**src/rtl/countdown_timer_pkg.sv**
```systemverilog
// Shared types and constants for the MM:SS countdown timer.
// The count is held as four BCD digits, least significant (sec units) first.
package timer_pkg;

  localparam int DIGIT_W = 4;

  typedef logic [DIGIT_W-1:0] digit_t;

  localparam digit_t BCD_MAX_UNITS    = 4'd9;
  localparam digit_t BCD_MAX_SEC_TENS = 4'd5;

  typedef enum logic [1:0] {
    ST_IDLE   = 2'd0,
    ST_RUN    = 2'd1,
    ST_PAUSED = 2'd2,
    ST_ALARM  = 2'd3
  } state_t;

  function automatic digit_t clamp_digit(input digit_t d, input digit_t lim);
    return (d > lim) ? lim : d;
  endfunction

endpackage

```
**src/rtl/countdown_timer_if.sv**
```systemverilog
// Control and display bundle between the countdown timer and its neighbours.
// The timer uses the slave modport; control logic drives through the master modport.
interface countdown_timer_if;
  logic       tick_1s;
  logic       load;
  logic [7:0] preset_min;
  logic [7:0] preset_sec;
  logic       start;
  logic       pause;
  logic       clear;
  logic [7:0] min_bcd;
  logic [7:0] sec_bcd;
  logic       running;
  logic       paused;
  logic       done;
  logic       alarm;

  modport master (
    output tick_1s, load, preset_min, preset_sec, start, pause, clear,
    input  min_bcd, sec_bcd, running, paused, done, alarm
  );

  modport slave (
    input  tick_1s, load, preset_min, preset_sec, start, pause, clear,
    output min_bcd, sec_bcd, running, paused, done, alarm
  );
endinterface

```
**src/rtl/countdown_timer_bcd_digit_dec.sv**
```systemverilog
// One BCD digit of a borrow-chained down-counter.
// On borrow_in the digit decrements; from 0 it reloads wrap and borrows onward.
module bcd_digit_dec
  import timer_pkg::*;
(
  input  digit_t digit,
  input  digit_t wrap,
  input  logic   borrow_in,
  output digit_t digit_next,
  output logic   borrow_out
);

  always_comb begin
    digit_next = digit;
    borrow_out = 1'b0;
    if (borrow_in) begin
      if (digit == '0) begin
        digit_next = wrap;
        borrow_out = 1'b1;
      end else begin
        digit_next = digit - DIGIT_W'(1);
      end
    end
  end

endmodule

```
**src/rtl/countdown_timer.sv**
```systemverilog
// MM:SS BCD countdown driven by the 1 s tick, with a post-expiry alarm phase
// lasting ALARM_TICKS ticks (0 holds the alarm until clear).
module countdown_timer
  import timer_pkg::*;
#(
  parameter int ALARM_TICKS  = 5,
  parameter int MAX_MIN_TENS = 5
) (
  input  logic               clk,
  input  logic               reset,
  countdown_timer_if.slave   bus
);

  localparam int     CNT_W        = (ALARM_TICKS > 1) ? $clog2(ALARM_TICKS + 1) : 1;
  localparam logic [CNT_W-1:0] ALARM_LAST = CNT_W'(ALARM_TICKS);
  localparam digit_t MIN_TENS_LIM = DIGIT_W'(MAX_MIN_TENS);

  state_t            state_reg, state_next;
  digit_t            digit_reg [4];
  digit_t            digit_next [4];
  digit_t            digit_dec [4];
  logic [CNT_W-1:0]  acnt_reg, acnt_next;
  logic              done_reg, done_next;
  logic              borrow_1, borrow_2, borrow_3, borrow_4;
  logic              count_zero, count_one;

  // Index 0 = sec units, 1 = sec tens, 2 = min units, 3 = min tens.
  bcd_digit_dec u_sec_units (
    .digit(digit_reg[0]), .wrap(BCD_MAX_UNITS), .borrow_in(1'b1),
    .digit_next(digit_dec[0]), .borrow_out(borrow_1)
  );
  bcd_digit_dec u_sec_tens (
    .digit(digit_reg[1]), .wrap(BCD_MAX_SEC_TENS), .borrow_in(borrow_1),
    .digit_next(digit_dec[1]), .borrow_out(borrow_2)
  );
  bcd_digit_dec u_min_units (
    .digit(digit_reg[2]), .wrap(BCD_MAX_UNITS), .borrow_in(borrow_2),
    .digit_next(digit_dec[2]), .borrow_out(borrow_3)
  );
  bcd_digit_dec u_min_tens (
    .digit(digit_reg[3]), .wrap(MIN_TENS_LIM), .borrow_in(borrow_3),
    .digit_next(digit_dec[3]), .borrow_out(borrow_4)
  );

  // A borrow out of the top digit happens exactly when every digit is zero.
  assign count_zero = borrow_4;
  assign count_one  = (digit_reg[0] == 4'd1) && (digit_reg[1] == '0) &&
                      (digit_reg[2] == '0)   && (digit_reg[3] == '0);

  always_ff @(posedge clk) begin
    if (reset) begin
      state_reg <= ST_IDLE;
      acnt_reg  <= '0;
      done_reg  <= 1'b0;
      for (int i = 0; i < 4; i++) digit_reg[i] <= '0;
    end else begin
      state_reg <= state_next;
      acnt_reg  <= acnt_next;
      done_reg  <= done_next;
      for (int i = 0; i < 4; i++) digit_reg[i] <= digit_next[i];
    end
  end

  always_comb begin
    state_next = state_reg;
    acnt_next  = acnt_reg;
    done_next  = 1'b0;
    for (int i = 0; i < 4; i++) digit_next[i] = digit_reg[i];

    if (bus.clear) begin
      state_next = ST_IDLE;
      acnt_next  = '0;
      for (int i = 0; i < 4; i++) digit_next[i] = '0;
    end else begin
      case (state_reg)
        ST_IDLE, ST_PAUSED: begin
          if (bus.load) begin
            digit_next[0] = clamp_digit(bus.preset_sec[3:0], BCD_MAX_UNITS);
            digit_next[1] = clamp_digit(bus.preset_sec[7:4], BCD_MAX_SEC_TENS);
            digit_next[2] = clamp_digit(bus.preset_min[3:0], BCD_MAX_UNITS);
            digit_next[3] = clamp_digit(bus.preset_min[7:4], MIN_TENS_LIM);
          end else if (bus.start && !count_zero) begin
            state_next = ST_RUN;
          end
        end
        ST_RUN: begin
          // Pause outranks a coincident tick, which is then dropped.
          if (bus.pause) begin
            state_next = ST_PAUSED;
          end else if (bus.tick_1s && !count_zero) begin
            for (int i = 0; i < 4; i++) digit_next[i] = digit_dec[i];
            if (count_one) begin
              state_next = ST_ALARM;
              done_next  = 1'b1;
              acnt_next  = '0;
            end
          end
        end
        ST_ALARM: begin
          if (bus.tick_1s && (ALARM_TICKS != 0)) begin
            acnt_next = acnt_reg + CNT_W'(1);
            if (acnt_next == ALARM_LAST) begin
              state_next = ST_IDLE;
              acnt_next  = '0;
            end
          end
        end
        default: state_next = ST_IDLE;
      endcase
    end
  end

  assign bus.min_bcd = {digit_reg[3], digit_reg[2]};
  assign bus.sec_bcd = {digit_reg[1], digit_reg[0]};
  assign bus.running = (state_reg == ST_RUN);
  assign bus.paused  = (state_reg == ST_PAUSED);
  assign bus.alarm   = (state_reg == ST_ALARM);
  assign bus.done    = done_reg;

endmodule
```
**src/flat_wrapper.sv**
```systemverilog
// flat-port wrapper written by rule: the top's interface ports become plain ports
module countdown_timer_flat import timer_pkg::*;
#(
  parameter int ALARM_TICKS  = 5,
  parameter int MAX_MIN_TENS = 5
)
  (clk, reset, bus_tick_1s, bus_load, bus_preset_min, bus_preset_sec, bus_start, bus_pause, bus_clear, bus_min_bcd, bus_sec_bcd, bus_running, bus_paused, bus_done, bus_alarm);
  countdown_timer_if bus_i ();
  input  logic clk;
  input  logic reset;
  input wire logic [$bits(bus_i.tick_1s)-1:0] bus_tick_1s;
  input wire logic [$bits(bus_i.load)-1:0] bus_load;
  input wire logic [$bits(bus_i.preset_min)-1:0] bus_preset_min;
  input wire logic [$bits(bus_i.preset_sec)-1:0] bus_preset_sec;
  input wire logic [$bits(bus_i.start)-1:0] bus_start;
  input wire logic [$bits(bus_i.pause)-1:0] bus_pause;
  input wire logic [$bits(bus_i.clear)-1:0] bus_clear;
  output wire logic [$bits(bus_i.min_bcd)-1:0] bus_min_bcd;
  output wire logic [$bits(bus_i.sec_bcd)-1:0] bus_sec_bcd;
  output wire logic [$bits(bus_i.running)-1:0] bus_running;
  output wire logic [$bits(bus_i.paused)-1:0] bus_paused;
  output wire logic [$bits(bus_i.done)-1:0] bus_done;
  output wire logic [$bits(bus_i.alarm)-1:0] bus_alarm;
  assign bus_i.tick_1s = bus_tick_1s;
  assign bus_i.load = bus_load;
  assign bus_i.preset_min = bus_preset_min;
  assign bus_i.preset_sec = bus_preset_sec;
  assign bus_i.start = bus_start;
  assign bus_i.pause = bus_pause;
  assign bus_i.clear = bus_clear;
  assign bus_min_bcd = bus_i.min_bcd;
  assign bus_sec_bcd = bus_i.sec_bcd;
  assign bus_running = bus_i.running;
  assign bus_paused = bus_i.paused;
  assign bus_done = bus_i.done;
  assign bus_alarm = bus_i.alarm;
  countdown_timer #(.ALARM_TICKS(ALARM_TICKS), .MAX_MIN_TENS(MAX_MIN_TENS)) u_core (.clk(clk), .reset(reset), .bus(bus_i));
endmodule
```
**config.mk**
```make
export PLATFORM = sky130hd
export DESIGN_NAME = countdown_timer_flat
export DESIGN_NICKNAME = d
export VERILOG_FILES = /design/src/rtl/countdown_timer_pkg.sv /design/src/rtl/countdown_timer_if.sv /design/src/rtl/countdown_timer_bcd_digit_dec.sv /design/src/rtl/countdown_timer.sv /design/src/flat_wrapper.sv
export SDC_FILE = /design/constraint.sdc
export NUM_CORES = 1
export LEC_CHECK = 0
export BUFFER_PORTS_ARGS = -buffer_cell sky130_fd_sc_hd__buf_2
export CORE_MARGIN = 10
export CORE_UTILIZATION = 60
export CTS_BUF_LIST = sky130_fd_sc_hd__clkbuf_8
export CTS_CLUSTER_DIAMETER = 100
export CTS_CLUSTER_SIZE = 24
export DETAILED_ROUTE_END_ITERATION = 12
export PLACE_DENSITY = 0.88
export SLEW_MARGIN = 20
export SYNTH_ARGS = -nofsm -noshare
export SYNTH_HDL_FRONTEND = slang
export SYNTH_HIERARCHICAL = 1
export SYNTH_SLANG_ARGS = --single-unit
```
**constraint.sdc**
```tcl
create_clock -name clk -period 6.65 [get_ports clk]
set_input_delay 1.33 -clock clk [delete_from_list [all_inputs] [get_ports clk]]
set_output_delay 1.33 -clock clk [all_outputs]
set_load 0.01 [all_outputs]
```
After elaboration in Yosys (flattened, before gate mapping)
Memories as Yosys holds them, arrays and structs flattened.
Cells that the tools add are included.

cells by class
  equality and inequality tests = 14
  muxes and demuxes = 45
  bitwise gates (word level) = 6
  magnitude comparators = 4
  reduce and logical (&&, ||, !) cells = 17
  $add $sub $neg = 5

operator list
  kind                                                                      count
  16-bit two-way mux                                                        4
  4-bit two-way mux                                                         15
  16-bit one-hot mux with 2 select lines                                    1
  4-bit zero test                                                           4
  4-bit by 1-bit subtractor with 4-bit output (second input constant)       4
  3-bit two-way mux                                                         5
  2-bit two-way mux                                                         7
  1-bit two-way mux                                                         11
  4-bit by 3-bit > comparator with 1-bit output (second input constant)     2
  4-bit > comparator (second input constant)                                2
  2-bit by 1-bit inequality test with 1-bit output (second input constant)  4
  2-bit inequality test (second input constant)                             3
  3-bit by 2-bit inequality test with 1-bit output (second input constant)  2
  2-bit one-hot mux with 3 select lines                                     1
  3-bit one-hot mux with 2 select lines                                     1
  6-bit AND reduction                                                       1
  1-bit logical AND                                                         5
  5-bit AND reduction                                                       1
  5-bit OR reduction                                                        1
  2-bit == test (second input constant)                                     2
  4-bit by 1-bit == test with 1-bit output (second input constant)          1
  1-bit OR                                                                  4
  2-bit OR reduction                                                        2
  3-bit by 1-bit adder with 3-bit output (second input constant)            1
  6 further kinds                                                           7

word-level totals
  bits in writable memories = 16
  input port bits = 23
  memories = 1
  logic and storage cells = 95
  bits in registers = 6

memory list
  name              words  width  read ports  clocked after memory_dff  wr ports  RTL line               RTL
  u_core.digit_reg  4      4      4           0                         4         countdown_timer.sv:19  digit_t digit_reg [4];

Depth between registers and ports, before layout
Gate-level depths: netlist of run 1.
An unclocked memory read counts as a cell.

  depth in word-level cells = 13
  gate-level depth with buffers = 15
  depth with buffers taken out = 12

Cells and area by module
Netlist of run 1, hierarchy kept.

modules (own cells, without submodules)
  module           instances  area an instance (um^2)  seq. area each (um^2)  cells each
  countdown_timer  1          1204.9                   440.4                  149
  bcd_digit_dec    4          160.2                    0.0                    23

Worst setup path after synthesis of run 1
Ideal clock, no wire load.

  kind = register to register
  start point = memory u_core/digit_reg[0][0] (netlist bit)
  end point = memory u_core/digit_reg[1][1] (netlist bit)
  cell stages (with the launch flop) = 16
  path buffers = 4
  arrival time = 2.929 ns
  period minus slack after synthesis = 3.061 ns
  setup slack = 3.589 ns
  path through = dfxtp_1 -> inv_1 -> ha_1 -> nor3b_4 -> and2_2 -> buf_6 -> and2_2 -> buf_6 -> and2_2 -> buf_6 -> and2_2 -> nand4bb_4 -> o22a_4 -> clkbuf_1 -> a221oi_1 -> nor3_1

RTL lines
  element          RTL line
  start, declared  countdown_timer.sv:19

==> results.sh, run 1 <==
export IMPL_whs_path_depth=1
export IMPL_tightestPinTransition_ns=1.00
export IMPL_vias=1868
export IMPL_nFillCells=260
export IMPL_path_depth=11
export IMPL_slowest_delay_ns=0.81
export IMPL_max_freq_mhz=292
export IMPL_die_area_sq_mm=0.00569
export IMPL_synth_cell_types=44
export IMPL_ctsHoldBuffers=0
export IMPL_row_count=20
export IMPL_crit_family="simple AND/OR/NAND/NOR gates"
export IMPL_reg2regPathDepth=11
export IMPL_tritoncts="yes"
export IMPL_die_h_um=75.5
export IMPL_cts_repair_resized=0
export IMPL_required_ns=6.86
export IMPL_synth_edf_count=0
export IMPL_cp_num_buf_inv=1
export IMPL_slowest_stage="o22ai_1"
export IMPL_powerDensity_mw_per_mm2=171
export IMPL_clock_latency_ns=0.27
export IMPL_nets=320
export IMPL_gp_congestion=0.889
export IMPL_synth_top_area_share_pct=23.9
export IMPL_leakage_uw=0.000929
export IMPL_rsz0062_at_grt="no"
export IMPL_core_area_sq_mm=0.00300
export IMPL_clkSlewWorstSetupHoldPaths_ns=0.09
export IMPL_largest_reg_flops=16
export IMPL_critical_path_class="register to register"
export IMPL_mappedNetlistArea_sq_mm=0.00185
export IMPL_worstPathMaxFanout=12
export IMPL_gr_usage_all_layers_pct=17.1
export IMPL_first_iter_violations=73
export IMPL_relSlewSlack_pct=33.2
export IMPL_routed_wl_mm=4.73
export IMPL_netlist_instances=241
export IMPL_crit_arrival_ns=3.63
export IMPL_tns_ns=0
export IMPL_drive_gt1_share_pct=22.1
export IMPL_hpwlAfterDp_mm=3.52
export IMPL_whs_ns=0.496
export IMPL_skew_ns=0.0109
export IMPL_synth_top_area_cell="dfxtp_1"
export IMPL_area_growth_pct=15.7
export IMPL_n_antenna_cell=0
export IMPL_avgSynthCellArea_sq_um=7.66
export IMPL_drv_slew=0
export IMPL_cp_common_cell="and2_2"
export IMPL_synth_warnings=6
export IMPL_period_needed_ns=3.42
export IMPL_numCtsBuffers=3
export IMPL_grt_max_degree=21
export IMPL_pin_count=43
export IMPL_ys_seq_elements=22
export IMPL_die_w_um=75.5
export IMPL_gr_total_overflow=0
export IMPL_end_kind="register"
export IMPL_yosysSeqAreaShare_pct=23.9
export IMPL_cts_sinks=22
export IMPL_setup_viol=0
export IMPL_synth_common_cells="25 x nor2_1, 22 x dfxtp_1, 20 x nor3_1"
export IMPL_dr_pass1_iters=4
export IMPL_netlist_top_cells_area="dfxtp_1 24%, nor3_1 5.4%, nor2_1 5.1%, a21oi_1 4.9%, ha_1 4.1%"
export IMPL_cts_root_buf="clkbuf_8"
export IMPL_postCtsSetupRepairBufs=0
export IMPL_synthFlopType="dfxtp_1"
export IMPL_start_util_pct=61.5
export IMPL_vdd_drop_max_mv=0.118
export IMPL_register_area_sq_um=440
export IMPL_drc=0
export IMPL_dp_cells=319
export IMPL_grt_pass1_wl_mm=7.85
export IMPL_yosysMostFrequentCell="nor2_1"
export IMPL_final_core_util_pct=71.1
export IMPL_antenna_found_initial=0
export IMPL_status="complete, no violations"
export IMPL_period_share_pct=51.5
export IMPL_multi_input_area_sq_mm=0.00131
export IMPL_ant_nets=0
export IMPL_hold_viol=0
export IMPL_async_flop_share_pct=0
export IMPL_hold_class="register to register"
export IMPL_grt_pass1_vias=1774
export IMPL_path_cells="inv_1 -> ha_1 -> nor3b_4 -> and2_2 -> and2_2 -> and2_2 -> and2_2 -> nand4bb_4 -> o22ai_1 -> o211ai_1 -> a21oi_1"
export IMPL_maxCapViolations=0
export IMPL_drt_wirelength_per_cell_um=14.7
export IMPL_htreeDepth=1
export IMPL_layout_cells_non_filler=323
export IMPL_port_buffers=42
export IMPL_routed_via_density=5.78
export IMPL_cp_start_kind="register"
export IMPL_clockBufferDepth=2
per-layer routing:
metal | global-route usage, % | share of wire (%)
met3 | 3.78 | 6.4
met1 | 20.0 | 42
met5 | 0 | 0
met2 | 31.4 | 51
met4 | 3.09 | 0.70
worst register-to-register path, delay by kind of cell, from the launching register on:
family,cells,cell delay (ns)
AOI/OAI and AO/OA,3,1.19
adders and majority gates,1,0.25
and+or+nand+nor,6,1.40
DFF,1,0.43
buffers and inverters,1,0.08
final cells by class:
class / instances / area share, %
clock buffers: 3 / 1.93
clock inverters: 1 / 1.41
inverters: 15 / 2.64
multi-input cells: 206 / 61.3
flip-flops and latches: 22 / 20.6
well taps: 33 / 1.93
repair buffers: 43 / 10.2
layout by cell type, fill, tap and decap left out, drive strengths merged, types with 6 or more instances in the layout:
cell and n:
buf 43, nor2 25, dfxtp 22, nor3 20
nand2 19, a21oi 18, conb 17, inv 15
o21ai 9, nor3b 9, o211ai 7, nand3 7
ha 6
logic make-up after synthesis:
logic type      count (synthesis)  share of synthesized area, %
xor+xnor                        1                         0.475
fa+ha+maj                       6                          4.07
other cells                     2                         0.407
mux                             5                          2.71
compound gates                 57                          20.9
simple gates                  120                          39.3
buf+inv                        28                          8.34
flops                          22                          23.9
path summary, 6_finish.rpt:
path | start | end | slack (ns)
setup / recovery | u_core/digit_reg[0][0] | u_core/digit_reg[0][0] | 3.23
hold / removal | u_core/acnt_reg[2] | u_core/acnt_reg[2] | 0.50
setup reg to reg | u_core/digit_reg[0][0] | u_core/digit_reg[0][0] | 3.23
hold reg to reg | u_core/acnt_reg[2] | u_core/acnt_reg[2] | 0.50
stage by stage:
step | cell area (sq um) | power [uW] | setup WS [ns]
6_report | 2130 | 364 | 3.23
5_1_grt | 2130 | 384 | 2.86
4_1_cts | 2130 | 365 | 3.24
3_5_place_dp | 2060 | 239 | 3.27
3_3_place_gp | 2060 | 237 | 3.36
2_1_floorplan | 1900 | 219 | 3.59
where the power goes:
group | leakage [uW] | switching, uW | internal (uW)
sequential | 0.000179 | 8.96 | 136
clock | 0.0000357 | 46.2 | 80.5
combinational | 0.000714 | 49.4 | 43.4
total | 0.000929 | 105 | 260
(Power assumes the default switching activity.)
==> run 2, diff against run 1 <==
ABC_AREA = 1   (was unset)
CORE_UTILIZATION = 56   (was 60)
PLACE_DENSITY = 0.82   (was 0.88)
clock period = 3.6 ns   (was 6.65 ns; I/O delays follow)
==> run 2 against run 1 <==
Compared with the run above:
- clock power is 84% higher
- combinational power grew to 2.5 times the previous value
- largest cell class unchanged
- critical path depth is 7 higher
- total power is 100% higher
- non-clock buffer count is 2 higher
==> results.sh, run 2 <==
export IMPL_vdd_drop_max_mv=0.213
export IMPL_end_kind="register"
export IMPL_gr_total_overflow=0
export IMPL_status="complete, no violations"
export IMPL_combPwrFrac_pct=31.7
export IMPL_grt_pass1_vias=2060
export IMPL_tns_ns=0
export IMPL_n_antenna_cell=0
export IMPL_crit_start="u_core/digit_reg[0][0]"
export IMPL_synth_cell_types=24
export IMPL_clkSlewWorstSetupHoldPaths_ns=0.09
export IMPL_worstPathMaxFanout=14
export IMPL_leakage_uw=0.00127
export IMPL_worstHoldStart="u_core/acnt_reg[2]"
export IMPL_largest_reg_flops=16
export IMPL_rsz0062_at_grt="no"
export IMPL_area_growth_pct=19.8
export IMPL_start_util_pct=58.3
export IMPL_htreeDepth=1
export IMPL_numCtsBuffers=3
export IMPL_power_frac_seq_pct=36.7
export IMPL_hold_viol=0
export IMPL_antenna_found_initial=0
export IMPL_layout_cells_non_filler=460
export IMPL_max_freq_mhz=326
export IMPL_final_cell_mix="97 x nand2_1, 56 x nor2_1, 53 x inv_1"
export IMPL_finalPower_uw=741
export IMPL_clockBufferDepth=2
export IMPL_row_count=21
export IMPL_synthFlopType="dfxtp_1"
export IMPL_synth_common_cells="97 x nand2_1, 56 x nor2_1, 53 x inv_1"
export IMPL_dp_cells=456
export IMPL_synth_edf_count=0
export IMPL_switching_share_pct=33.6
export IMPL_routed_via_density=4.82
export IMPL_power_switching_uw=249
export IMPL_path_cells="inv_1 -> ha_1 -> nand2_2 -> nor2_1 -> inv_1 -> nor2_1 -> inv_1 -> nor2_1 -> buf_4 -> inv_1 -> nor2_1 -> inv_1 -> nand2_1 -> o21ai_4 -> nand2_2 -> inv_2 -> o21ai_0 -> nor2_1"
export IMPL_synth_top_family_by_area="simple AND/OR/NAND/NOR gates"
export IMPL_gr_usage_all_layers_pct=16.1
export IMPL_drive_gt1_share_pct=15.9
export IMPL_muxShareOfSynthArea_pct=0
export IMPL_crit_arrival_ns=3.23
export IMPL_routed_wl_mm=4.92
export IMPL_async_flop_share_pct=0
export IMPL_netlist_top_cells_area="dfxtp_1 23%, nand2_1 19%, nor2_1 11%, inv_1 10%, o21ai_0 9.0%"
export IMPL_cts_sinks=22
export IMPL_slowest_stage="dfxtp_1"
export IMPL_required_ns=3.76
export IMPL_tritoncts="yes"
export IMPL_tightestPinTransition_ns=0.617
export IMPL_final_common_cell="nand2_1"
export IMPL_gp_congestion=0.868
export IMPL_ys_seq_elements=22
export IMPL_cp_start_kind="register"
export IMPL_period_needed_ns=3.07
export IMPL_powerDensity_mw_per_mm2=318
export IMPL_port_buffers=42
export IMPL_cts_root_buf="clkbuf_8"
export IMPL_hold_class="register to register"
export IMPL_synth_warnings=6
export IMPL_drv_slew=0
export IMPL_setup_viol=0
export IMPL_ant_nets=0
export IMPL_skew_ns=0.00506
export IMPL_hpwlAfterDp_mm=3.88
export IMPL_postCtsSetupRepairBufs=0
export IMPL_whs_ns=0.519
export IMPL_vias=2216
export IMPL_synth_compound_area_share_pct=15.5
export IMPL_synth_top_area_share_pct=22.6
export IMPL_netlist_instances=352
export IMPL_cts_repair_resized=0
export IMPL_r2r_start="u_core/digit_reg[0][0]"
export IMPL_core_area_sq_mm=0.00334
export IMPL_synthAdderAreaFrac_pct=3.86
export IMPL_yosys_area_share_simple_pct=43.8
export IMPL_period_share_pct=85.3
export IMPL_yosysMostFrequentCell="nand2_1"
export IMPL_maxCapViolations=0
export IMPL_critical_path_class="register to register"
export IMPL_grt_pass1_wl_mm=8.67
export IMPL_synth_xor_area_share_pct=0.450
export IMPL_drc=0
export IMPL_die_w_um=79.0
export IMPL_ctsHoldBuffers=0
export IMPL_yosysSeqAreaShare_pct=22.6
export IMPL_grt_max_degree=30
export IMPL_pin_count=43
export IMPL_clock_latency_ns=0.27
export IMPL_clkPwrFrac_pct=31.6
export IMPL_dr_pass1_iters=4
export IMPL_drt_wirelength_per_cell_um=10.7
export IMPL_nets=444
export IMPL_synth_top_area_cell="dfxtp_1"
export IMPL_relSlewSlack_pct=58.8
export IMPL_avgSynthCellArea_sq_um=5.53
export IMPL_p_int_uw=492
export IMPL_first_iter_violations=119
export IMPL_die_h_um=79.0
export IMPL_mappedNetlistArea_sq_mm=0.00195
export IMPL_die_area_sq_mm=0.00623
export IMPL_slowest_delay_ns=0.36
run 2: power groups by stage:
stage / Clock, uW / Combinational, uW / Sequential [uW]
floorplan: 0 / 172 / 278
global placement: 0 / 227 / 277
detailed placement: 0 / 232 / 277
CTS: 236 / 234 / 272
global route: 248 / 275 / 274
finish: 234 / 235 / 272
run 2: path summary, 6_finish.rpt:
path	depth (start not counted)	slack (ns)	end
setup reg to reg	18	0.53	u_core/digit_reg[0][0]
hold / removal	2	0.52	u_core/acnt_reg[2]
setup / recovery	18	0.53	u_core/digit_reg[0][0]
hold reg to reg	2	0.52	u_core/acnt_reg[2]
run 2: critical path, delay by kind of cell (launching register included):
family,cells,cell delay [ns]
compound gates,2,0.27
fa+ha+maj,1,0.29
buf+inv,7,0.71
flops,1,0.36
simple gates,8,1.33
run 2: layout make-up:
type / count / area, sq um
clock inverters: 1 / 30.0
flip-flops and latches: 22 / 440
well taps: 46 / 57.6
multi-input cells: 288 / 1320
inverters: 55 / 206
fillers: 333 / 1000
repair buffers: 45 / 233
clock buffers: 3 / 41.3
run 2: through the flow:
step           instance area [sq um]  setup WS (ns)  util [%]
6_report                        2330          0.530      69.9
2_1_floorplan                   2030          0.909         -
4_1_cts                         2330          0.566      69.9
3_3_place_gp                    2260          0.753      67.8
3_5_place_dp                    2260          0.594      67.8
5_1_grt                         2330         0.0129      69.9
run 2: cell families (layout without fill, tap and decap cells):
family                     Yosys count  after routing
adders and majority gates            6              6
AOI/OAI and AO/OA                   55             55
xor gates and xnor gates             1              1
and+or+nand+nor                    203            203
buffers and inverters               63            104
DFF                                 22             22
other                                2             23
run 2: layer usage:
layer,GRT usage [%],share of wire (%),up-vias,wire length (um)
met5,0,0,-,0
met4,5.38,1.2,0,59
met3,3.15,4.8,4,236
met2,27.0,47,50,2340
met1,20.0,46,963,2290
li1,-,-,1199,-
